File: config.mk
export PLATFORM = sky130hd
export DESIGN_NAME = load_store_unit
export DESIGN_NICKNAME = d
export VERILOG_FILES = /design/src/rtl/rv32i_lsu_pkg.sv /design/src/rtl/load_align.sv /design/src/rtl/load_store_unit.sv
export SDC_FILE = /design/constraint.sdc
export NUM_CORES = 1
export LEC_CHECK = 0
export ABC_AREA = 1
export CORE_ASPECT_RATIO = 0.7
export CORE_MARGIN = 10
export CORE_UTILIZATION = 45
export CTS_BUF_LIST = sky130_fd_sc_hd__clkbuf_2
export CTS_CLUSTER_SIZE = 16
export DETAILED_ROUTE_END_ITERATION = 10
export PLACE_DENSITY_LB_ADDON = 0.08
export SLEW_MARGIN = 5
export SYNTH_ARGS = -nofsm -noshare
export SYNTH_HDL_FRONTEND = slang
export SYNTH_SLANG_ARGS = --single-unit
File: constraint.sdc
create_clock -name clk -period 1.7 [get_ports clk]
set_input_delay 0.34 -clock clk [delete_from_list [all_inputs] [get_ports clk]]
set_output_delay 0.34 -clock clk [all_outputs]
set_load 0.01 [all_outputs]
File: src/rtl/rv32i_lsu_pkg.sv
// rv32i_lsu_pkg: state encodings and RV32I funct3 codes shared by the load/store path
package rv32i_lsu_pkg;
  typedef enum logic [1:0] {IDLE = 2'd0, REQ = 2'd1, DONE = 2'd2} state_e;
  localparam logic [2:0] F3_LB  = 3'd0;
  localparam logic [2:0] F3_LH  = 3'd1;
  localparam logic [2:0] F3_LW  = 3'd2;
  localparam logic [2:0] F3_LBU = 3'd4;
  localparam logic [2:0] F3_LHU = 3'd5;
  localparam logic [2:0] F3_SB  = 3'd0;
  localparam logic [2:0] F3_SH  = 3'd1;
  localparam logic [2:0] F3_SW  = 3'd2;
  function automatic logic load_f3_ok(input logic [2:0] f3);
    return f3 == F3_LB || f3 == F3_LH || f3 == F3_LW || f3 == F3_LBU || f3 == F3_LHU;
  endfunction
endpackage

File: src/rtl/load_align.sv
// load_align: selects the addressed byte/half of a bus word and sign/zero-extends it
module load_align
  import rv32i_lsu_pkg::*;
(
  input  logic [31:0] rdata_i,
  input  logic [1:0]  offset_i,
  input  logic [2:0]  funct3_i,
  output logic [31:0] data_o
);
  logic [7:0]  byte_sel;
  logic [15:0] half_sel;
  always_comb begin
    byte_sel = offset_i[1] ? (offset_i[0] ? rdata_i[31:24] : rdata_i[23:16])
                           : (offset_i[0] ? rdata_i[15:8]  : rdata_i[7:0]);
    half_sel = offset_i[1] ? rdata_i[31:16] : rdata_i[15:0];
    data_o   = funct3_i == F3_LB  ? {{24{byte_sel[7]}}, byte_sel} :
               funct3_i == F3_LBU ? {24'b0, byte_sel} :
               funct3_i == F3_LH  ? {{16{half_sel[15]}}, half_sel} :
               funct3_i == F3_LHU ? {16'b0, half_sel} : rdata_i;
  end
endmodule

File: src/rtl/load_store_unit.sv
// load_store_unit: RV32I data-memory stage, valid/ready bus handshake, core stall.
// Define MISALIGN_TRAP_EN to fault misaligned half/word accesses instead of aligning them.
module load_store_unit
  import rv32i_lsu_pkg::*;
#(
  parameter int XLEN           = 32,
  parameter int TIMEOUT_CYCLES = 255
) (
  input  logic            clk,
  input  logic            reset,
  input  logic            req_valid,
  input  logic            mem_read,
  input  logic            mem_write,
  input  logic [2:0]      funct3,
  input  logic [XLEN-1:0] addr,
  input  logic [XLEN-1:0] wdata,
  output logic            stall,
  output logic            done,
  output logic [XLEN-1:0] load_data,
  output logic            err,
  output logic            mem_req,
  output logic            mem_we,
  output logic [XLEN-1:0] mem_addr,
  output logic [3:0]      mem_wstrb,
  output logic [XLEN-1:0] mem_wdata,
  input  logic            mem_ready,
  input  logic [XLEN-1:0] mem_rdata
);
  localparam int CW = TIMEOUT_CYCLES > 1 ? $clog2(TIMEOUT_CYCLES) : 1;
  localparam logic [CW-1:0] CNT_LAST = CW'(TIMEOUT_CYCLES - 1);
  state_e          state_q;
  logic [2:0]      f3_q;
  logic [1:0]      off_q;
  logic [CW-1:0]   cnt_q;
  logic            mem_req_q, mem_we_q, done_q, err_q;
  logic [3:0]      wstrb_q, wstrb_d;
  logic [XLEN-1:0] addr_q, wdata_q, wdata_d, load_data_q;
  logic [31:0]     ld_word;
  logic            bad_d, misalign_d, tmo;
  load_align u_align (
    .rdata_i (mem_rdata),
    .offset_i(off_q),
    .funct3_i(f3_q),
    .data_o  (ld_word)
  );
  always_comb begin
`ifdef MISALIGN_TRAP_EN
    misalign_d = (funct3[1:0] == 2'd1 && addr[0]) || (funct3[1:0] == 2'd2 && addr[1:0] != 2'b00);
`else
    misalign_d = 1'b0;
`endif
    bad_d   = (mem_read && mem_write) || (mem_read && !load_f3_ok(funct3)) ||
              (mem_write && funct3 > F3_SW) || misalign_d;
    wstrb_d = !mem_write        ? 4'b0000 :
              funct3 == F3_SB   ? 4'b0001 << addr[1:0] :
              funct3 == F3_SH   ? (addr[1] ? 4'b1100 : 4'b0011) : 4'b1111;
    wdata_d = funct3 == F3_SB ? {4{wdata[7:0]}} :
              funct3 == F3_SH ? {2{wdata[15:0]}} : wdata;
    tmo     = TIMEOUT_CYCLES != 0 && cnt_q == CNT_LAST;
  end
  // done/err are one-cycle pulses; bus fields hold their last value after REQ
  always_ff @(posedge clk or negedge reset) begin
    if (!reset) begin
      state_q     <= IDLE;
      f3_q        <= '0;
      off_q       <= '0;
      cnt_q       <= '0;
      mem_req_q   <= 1'b0;
      mem_we_q    <= 1'b0;
      done_q      <= 1'b0;
      err_q       <= 1'b0;
      wstrb_q     <= 4'b0000;
      addr_q      <= '0;
      wdata_q     <= '0;
      load_data_q <= '0;
    end else begin
      done_q <= 1'b0;
      err_q  <= 1'b0;
      case (state_q)
        IDLE: if (req_valid && (mem_read || mem_write)) begin
          if (bad_d) begin
            state_q     <= DONE;
            done_q      <= 1'b1;
            err_q       <= 1'b1;
            load_data_q <= '0;
          end else begin
            state_q   <= REQ;
            mem_req_q <= 1'b1;
            mem_we_q  <= mem_write;
            addr_q    <= {addr[XLEN-1:2], 2'b00};
            wstrb_q   <= wstrb_d;
            wdata_q   <= wdata_d;
            f3_q      <= funct3;
            off_q     <= addr[1:0];
            cnt_q     <= '0;
          end
        end
        REQ: if (mem_ready) begin
          state_q     <= DONE;
          mem_req_q   <= 1'b0;
          done_q      <= 1'b1;
          load_data_q <= mem_we_q ? '0 : ld_word;
        end else if (tmo) begin
          state_q     <= DONE;
          mem_req_q   <= 1'b0;
          done_q      <= 1'b1;
          err_q       <= 1'b1;
          load_data_q <= '0;
        end else begin
          cnt_q <= cnt_q + 1'b1;
        end
        default: state_q <= IDLE;
      endcase
    end
  end
  assign stall     = req_valid && state_q != DONE;
  assign done      = done_q;
  assign err       = err_q;
  assign load_data = load_data_q;
  assign mem_req   = mem_req_q;
  assign mem_we    = mem_we_q;
  assign mem_addr  = addr_q;
  assign mem_wstrb = wstrb_q;
  assign mem_wdata = wdata_q;
endmodule
Word level (Yosys, flattened, before mapping). Cells that the tools add are included.

Input bits: 105. Bits in registers: 117. Logic and storage cells: 96. Output and inout port bits: 105.

Reduce and logical (&&, ||, !) cells: 22. Bitwise gates (word level): 1. Shift operators: 1. $add $sub $neg: 1. Eq/ne operators: 16. Multiplexer cells: 42. $lt $le $gt $ge: 1.

Operators with widths (count): two-way mux 32 bit (11); one-hot mux 32 bit (2 select lines) (1); two-way mux 8 bit (7); two-way mux 16 bit (1); two-way mux 4 bit (4); one-hot mux 8 bit (2 select lines) (1); == test 3 bit (second input constant) (4); != test 2 bit (second input constant) (6); two-way mux 1 bit (9); adder 8 x 1 -> 8 bit (second input constant) (1); == test 8 bit (second input constant) (1); two-way mux 2 bit (4); AND reduction 4 bit (2); logical OR 1 bit (7); == test 3 x 1 -> 1 bit (second input constant) (2); logical NOT 3 bit (2); one-hot mux 1 bit (2 select lines) (3); logical AND 1 bit (5); AND reduction 5 bit (1); one-hot mux 2 bit (2 select lines) (1); << shifter 1 x 2 -> 4 bit (first input constant) (1); == test 3 x 2 -> 1 bit (second input constant) (1); greater-than comparator 3 x 2 -> 1 bit (second input constant) (1); != test 3 bit (second input constant) (1); 7 further kinds (7).

Logic depth before layout (Yosys ltp).
Depth after elaboration: 12. Gate-level depth with buffers: 10. Depth with buffers taken out: 9.

By module. A second synthesis with hierarchy kept.

Cells, all modules: 868. Area total of the unflattened synthesis: 6307.3 um2.

By module, submodules not included: load_store_unit (area an instance 5171.2 um2, cells each 613, instances 1, seq. area each 2927.8 um2); load_align (area an instance 1136.1 um2, cells each 255, instances 1, seq. area each 0.0 um2).

Least setup slack after synthesis. No wires, ideal clock.

Path kind: register -> register. From: register cnt_q[0]. To: register load_data_q[10] (netlist: load_data[10]). Clock period less this slack: 1464 ps. Arrival: 1347 ps. Setup time: 117 ps. Cell stages (with the launch flop): 11. Required time: 1583 ps. Path buffers: 1. Path slack: 236 ps. Path through: dfrtp_1 -> inv_1 -> ha_1 -> nand2_1 -> nor2_1 -> a21oi_2 -> nor2_2 -> nand2_2 -> buf_6 -> nand2_1 -> nand2_1.

Cells in the longest elaborated chain, start to end: 3.

Ends and longest elaborated chain: from (decl) (line load_store_unit.sv:34) `logic [CW-1:0] cnt_q;`; from (signal assigned) (line load_store_unit.sv:110) `cnt_q <= cnt_q + 1'b1;`; == test 8 bit (line load_store_unit.sv:59) `tmo = TIMEOUT_CYCLES != 0 && cnt_q == CNT_LAST;`; != test 3 bit (no source line); AND reduction 4 bit (no source line); to (signal assigned) (line load_store_unit.sv:102) `load_data_q <= mem_we_q ? '0 : ld_word;`; to (decl) (line load_store_unit.sv:37) `logic [XLEN-1:0] addr_q, wdata_q, wdata_d, load_data_q;`.

Every way passes these cells. A chain may end at the register's enable or synchronous reset.

Final worst setup path.
From: register state_q[0]. To: output port stall.

Cells in the longest elaborated chain, start to end: 2.

Ends and longest elaborated chain: from (decl) (line load_store_unit.sv:31) `state_e state_q;`; from (signal assigned) (line load_store_unit.sv:64) `state_q <= IDLE;`; from (signal assigned) (line load_store_unit.sv:82) `state_q <= DONE;`; from (signal assigned) (line load_store_unit.sv:87) `state_q <= REQ;`; != test 2 bit (line load_store_unit.sv:116) `assign stall = req_valid && state_q != DONE;`; logical AND 1 bit (line load_store_unit.sv:116); to (decl) (line load_store_unit.sv:17) `output logic stall,`.

Every way passes these cells.

==> impl_metrics.env <==
export IMPL_status="complete, but fails checks"
export IMPL_violations="setup timing"
export IMPL_cts_sinks=117
export IMPL_setup_worst_path_start_class="flip-flop"
export IMPL_powerDensity_nw_per_um2=1551
export IMPL_area_growth_pct=42.96
export IMPL_via_per_inst=4.824
export IMPL_finalSetupTns_ns=-0.02644
export IMPL_clk_path_buf_depth=2
export IMPL_die_area_um2=19050
export IMPL_antenna_found_initial=0
export IMPL_ys_top_cells_by_count="406 x nand2_1, 120 x nand3_1, 117 x dfrtp_1, 61 x inv_1, 46 x o21ai_0"
export IMPL_wl_per_cell_um=15.52
export IMPL_slew_viol_final=0
export IMPL_worst_setup_path_type="flip-flop to output pin"
export IMPL_intPower_w=0.008059
export IMPL_first_pass_iters=7
export IMPL_yosys_area_top_type="dfrtp_1"
export IMPL_relSlewSlack=0.5409
export IMPL_synth_top_area_frac=0.4691
export IMPL_period_share=1.016
export IMPL_hold_path_class="input pin to flip-flop"
export IMPL_die_w_um=160.8
export IMPL_power_switching_w=0.005781
export IMPL_leakagePower_nw=5.057
export IMPL_holdWs_ns=0.1908
export IMPL_combPwrFrac=0.493
export IMPL_wirelength_um=20880
export IMPL_clockRootBuffer="clkbuf_2"
export IMPL_netSwitchingFraction=0.4177
export IMPL_insertedDiodeCount=0
export IMPL_ys_warn_count=0
export IMPL_post_dp_hpwl_um=15210
export IMPL_synth_cell_types=31
export IMPL_grt_pass1_vias=6212
export IMPL_synth_area_leaders="dfrtp_1 47%, nand2_1 24%, nand3_1 9.6%"
export IMPL_final_setup_worst_slack_ns=-0.02644
export IMPL_gr_total_overflow=0
export IMPL_grt_max_degree=58
export IMPL_tightest_slew_ns=0.6862
export IMPL_finalHoldViolations=0
export IMPL_grt_usage=0.2121
export IMPL_layout_nets=1254
export IMPL_p_seq_frac=0.339
export IMPL_drt_initial_drc_count=595
export IMPL_ir_drop_mv=0.7659
export IMPL_core_um2=13360
export IMPL_synthFlopType="dfrtp_1"
export IMPL_synthCells=874
export IMPL_synth_area_per_cell_um2=7.141
export IMPL_async_reset_ff_frac=1.000
export IMPL_finalCriticalPeriod_ns=1.726
export IMPL_clk_pin_slew_ns=0.21
export IMPL_portBuffers=207
export IMPL_total_power_w=0.01384
export IMPL_htree_levels=4
export IMPL_drtAntennaViolNets=0
export IMPL_clk_latency_ns=0.67
export IMPL_worst_ep_required_time_ns=1.36
export IMPL_maxCapViolCount=0
export IMPL_yosysMostFrequentCell="nand2_1"
export IMPL_vias=6488
export IMPL_start_util=0.4673
export IMPL_io_pins=210
export IMPL_p_clk_frac=0.168
export IMPL_rows=35
export IMPL_gp_congestion=0.9120
export IMPL_rsz0062_at_grt="true"
export IMPL_syn_area_um2=6241
export IMPL_drive_gt1_frac=0.2207
export IMPL_cts_tree="done"
export IMPL_max_freq_mhz=579.2
export IMPL_cp_arrival_ns=1.39
export IMPL_fin_skew_ns=0.06135
export IMPL_setup_viol=1
export IMPL_drc=0
export IMPL_synth_seq_cells=117
export IMPL_endpoint_kind="output pin"
export IMPL_synth_edf_count=0
export IMPL_numCtsBuffers=17
export IMPL_die_h_um=118.5
export IMPL_worstPathMaxFanout=3
export IMPL_synth_seq_area_share=0.4691
export IMPL_grt_pass1_wl_um=33330
[area by class of cell]
type,instances,area [µm²]
fillers,1216,4434
clock inverters,15,226.5
well taps,185,231.5
inverters,69,259.0
multi-input cells,646,2833
flip-flops and latches,117,2929
repair buffers,296,2359
clock buffers,17,85.08
[layer usage]
metal	global-route usage	up-vias	routed length [µm]
met5	0	-	0
met2	0.3218	233	9366
met3	0.07351	14	1801
met4	0.03741	0	167
met1	0.2893	2965	9542
li1	-	3276	-
[stage by stage]
| stage | cell area [µm²] | util | setup WS, ns | instances |
|---|---|---|---|---|
| detailed placement | 8712 | 0.6523 | -0.2740 | 1267 |
| finish | 8922 | 0.6680 | -0.02644 | 1345 |
| global placement | 8712 | 0.6523 | -0.2708 | 1267 |
| CTS | 8990 | 0.6731 | -0.08353 | 1328 |
| floorplan | 6245 | - | 0.2365 | 875 |
| global route | 8922 | 0.6680 | -0.1464 | 1345 |
[power by group through the flow]
stage	combinational [W]	sequential, W	clock (W)
finish	0.00682	0.00470	0.00232
global route	0.00767	0.00488	0.00250
CTS	0.00682	0.00469	0.00239
detailed placement	0.00715	0.00479	0
global placement	0.00709	0.00479	0
floorplan	0.00293	0.00526	0
[state kept, by name (all words and copies together) (netlist names)]
signal	cells
mem_wdata	32
f3_q	3
done	1
load_data	32
cnt_q	8
off_q	2
mem_we	1
mem_wstrb	4
err	1
mem_addr	30
state_q	2
mem_req	1
[worst paths after layout]
check                              start            end  slack, ns  cells past startpoint
max reg2reg                   state_q[1]       cnt_q[2]       0.10                      9
min reg2reg                load_data[14]  load_data[14]       0.50                      2
max                           state_q[0]          stall      -0.03                      3
max in group asynchronous          reset     state_q[0]       0.32                      4
min                              addr[4]    mem_addr[4]       0.19                      3
min in group asynchronous          reset       cnt_q[2]       0.60                      3
[layout by cell type, fill, tap and decap left out, types with 2 or more instances in the layout]
cell type	instances
nand4_1	2
nand2_1	406
bufinv_16	5
buf_4	78
clkinv_4	3
nand2_2	10
buf_2	88
nor2_1	23
buf_12	8
clkinv_1	2
nor2_4	3
nor2_2	4
inv_6	3
clkdlybuf4s50_1	103
nand3_1	119
conb_1	2
dfrtp_1	116
buf_6	5
inv_1	59
ha_1	2
clkinvlp_4	2
a21oi_1	15
o21ai_0	46
dlygate4sd3_1	3
inv_2	9
xor2_1	2
clkbuf_2	28
[cell families after synthesis]
logic type / count (synthesis) / share of synthesized area
DFF: 117 / 0.4691
AOI/OAI and AO/OA: 66 / 0.05674
adders and majority gates: 2 / 0.004009
and+or+nand+nor: 573 / 0.3827
other: 1 / 0.0006009
xor gates and xnor gates: 3 / 0.004211
buffers and inverters: 112 / 0.08260
[worst max-delay path, stage by stage (launching register included)]
cell and delay [ns]:
dfrtp_1 0.42, inv_2 0.06, a21boi_2 0.10, buf_2 0.14
[what timing repair did]
item	4_1_cts	5_1_grt
hold endpoints to repair	117	0
gates resized for setup	365	53
cloned	0	0
buffers inserted	26	17
hold buffers	3	0
setup endpoints to repair	103	118
pin swaps	0	2
(Power assumes the default switching activity.)
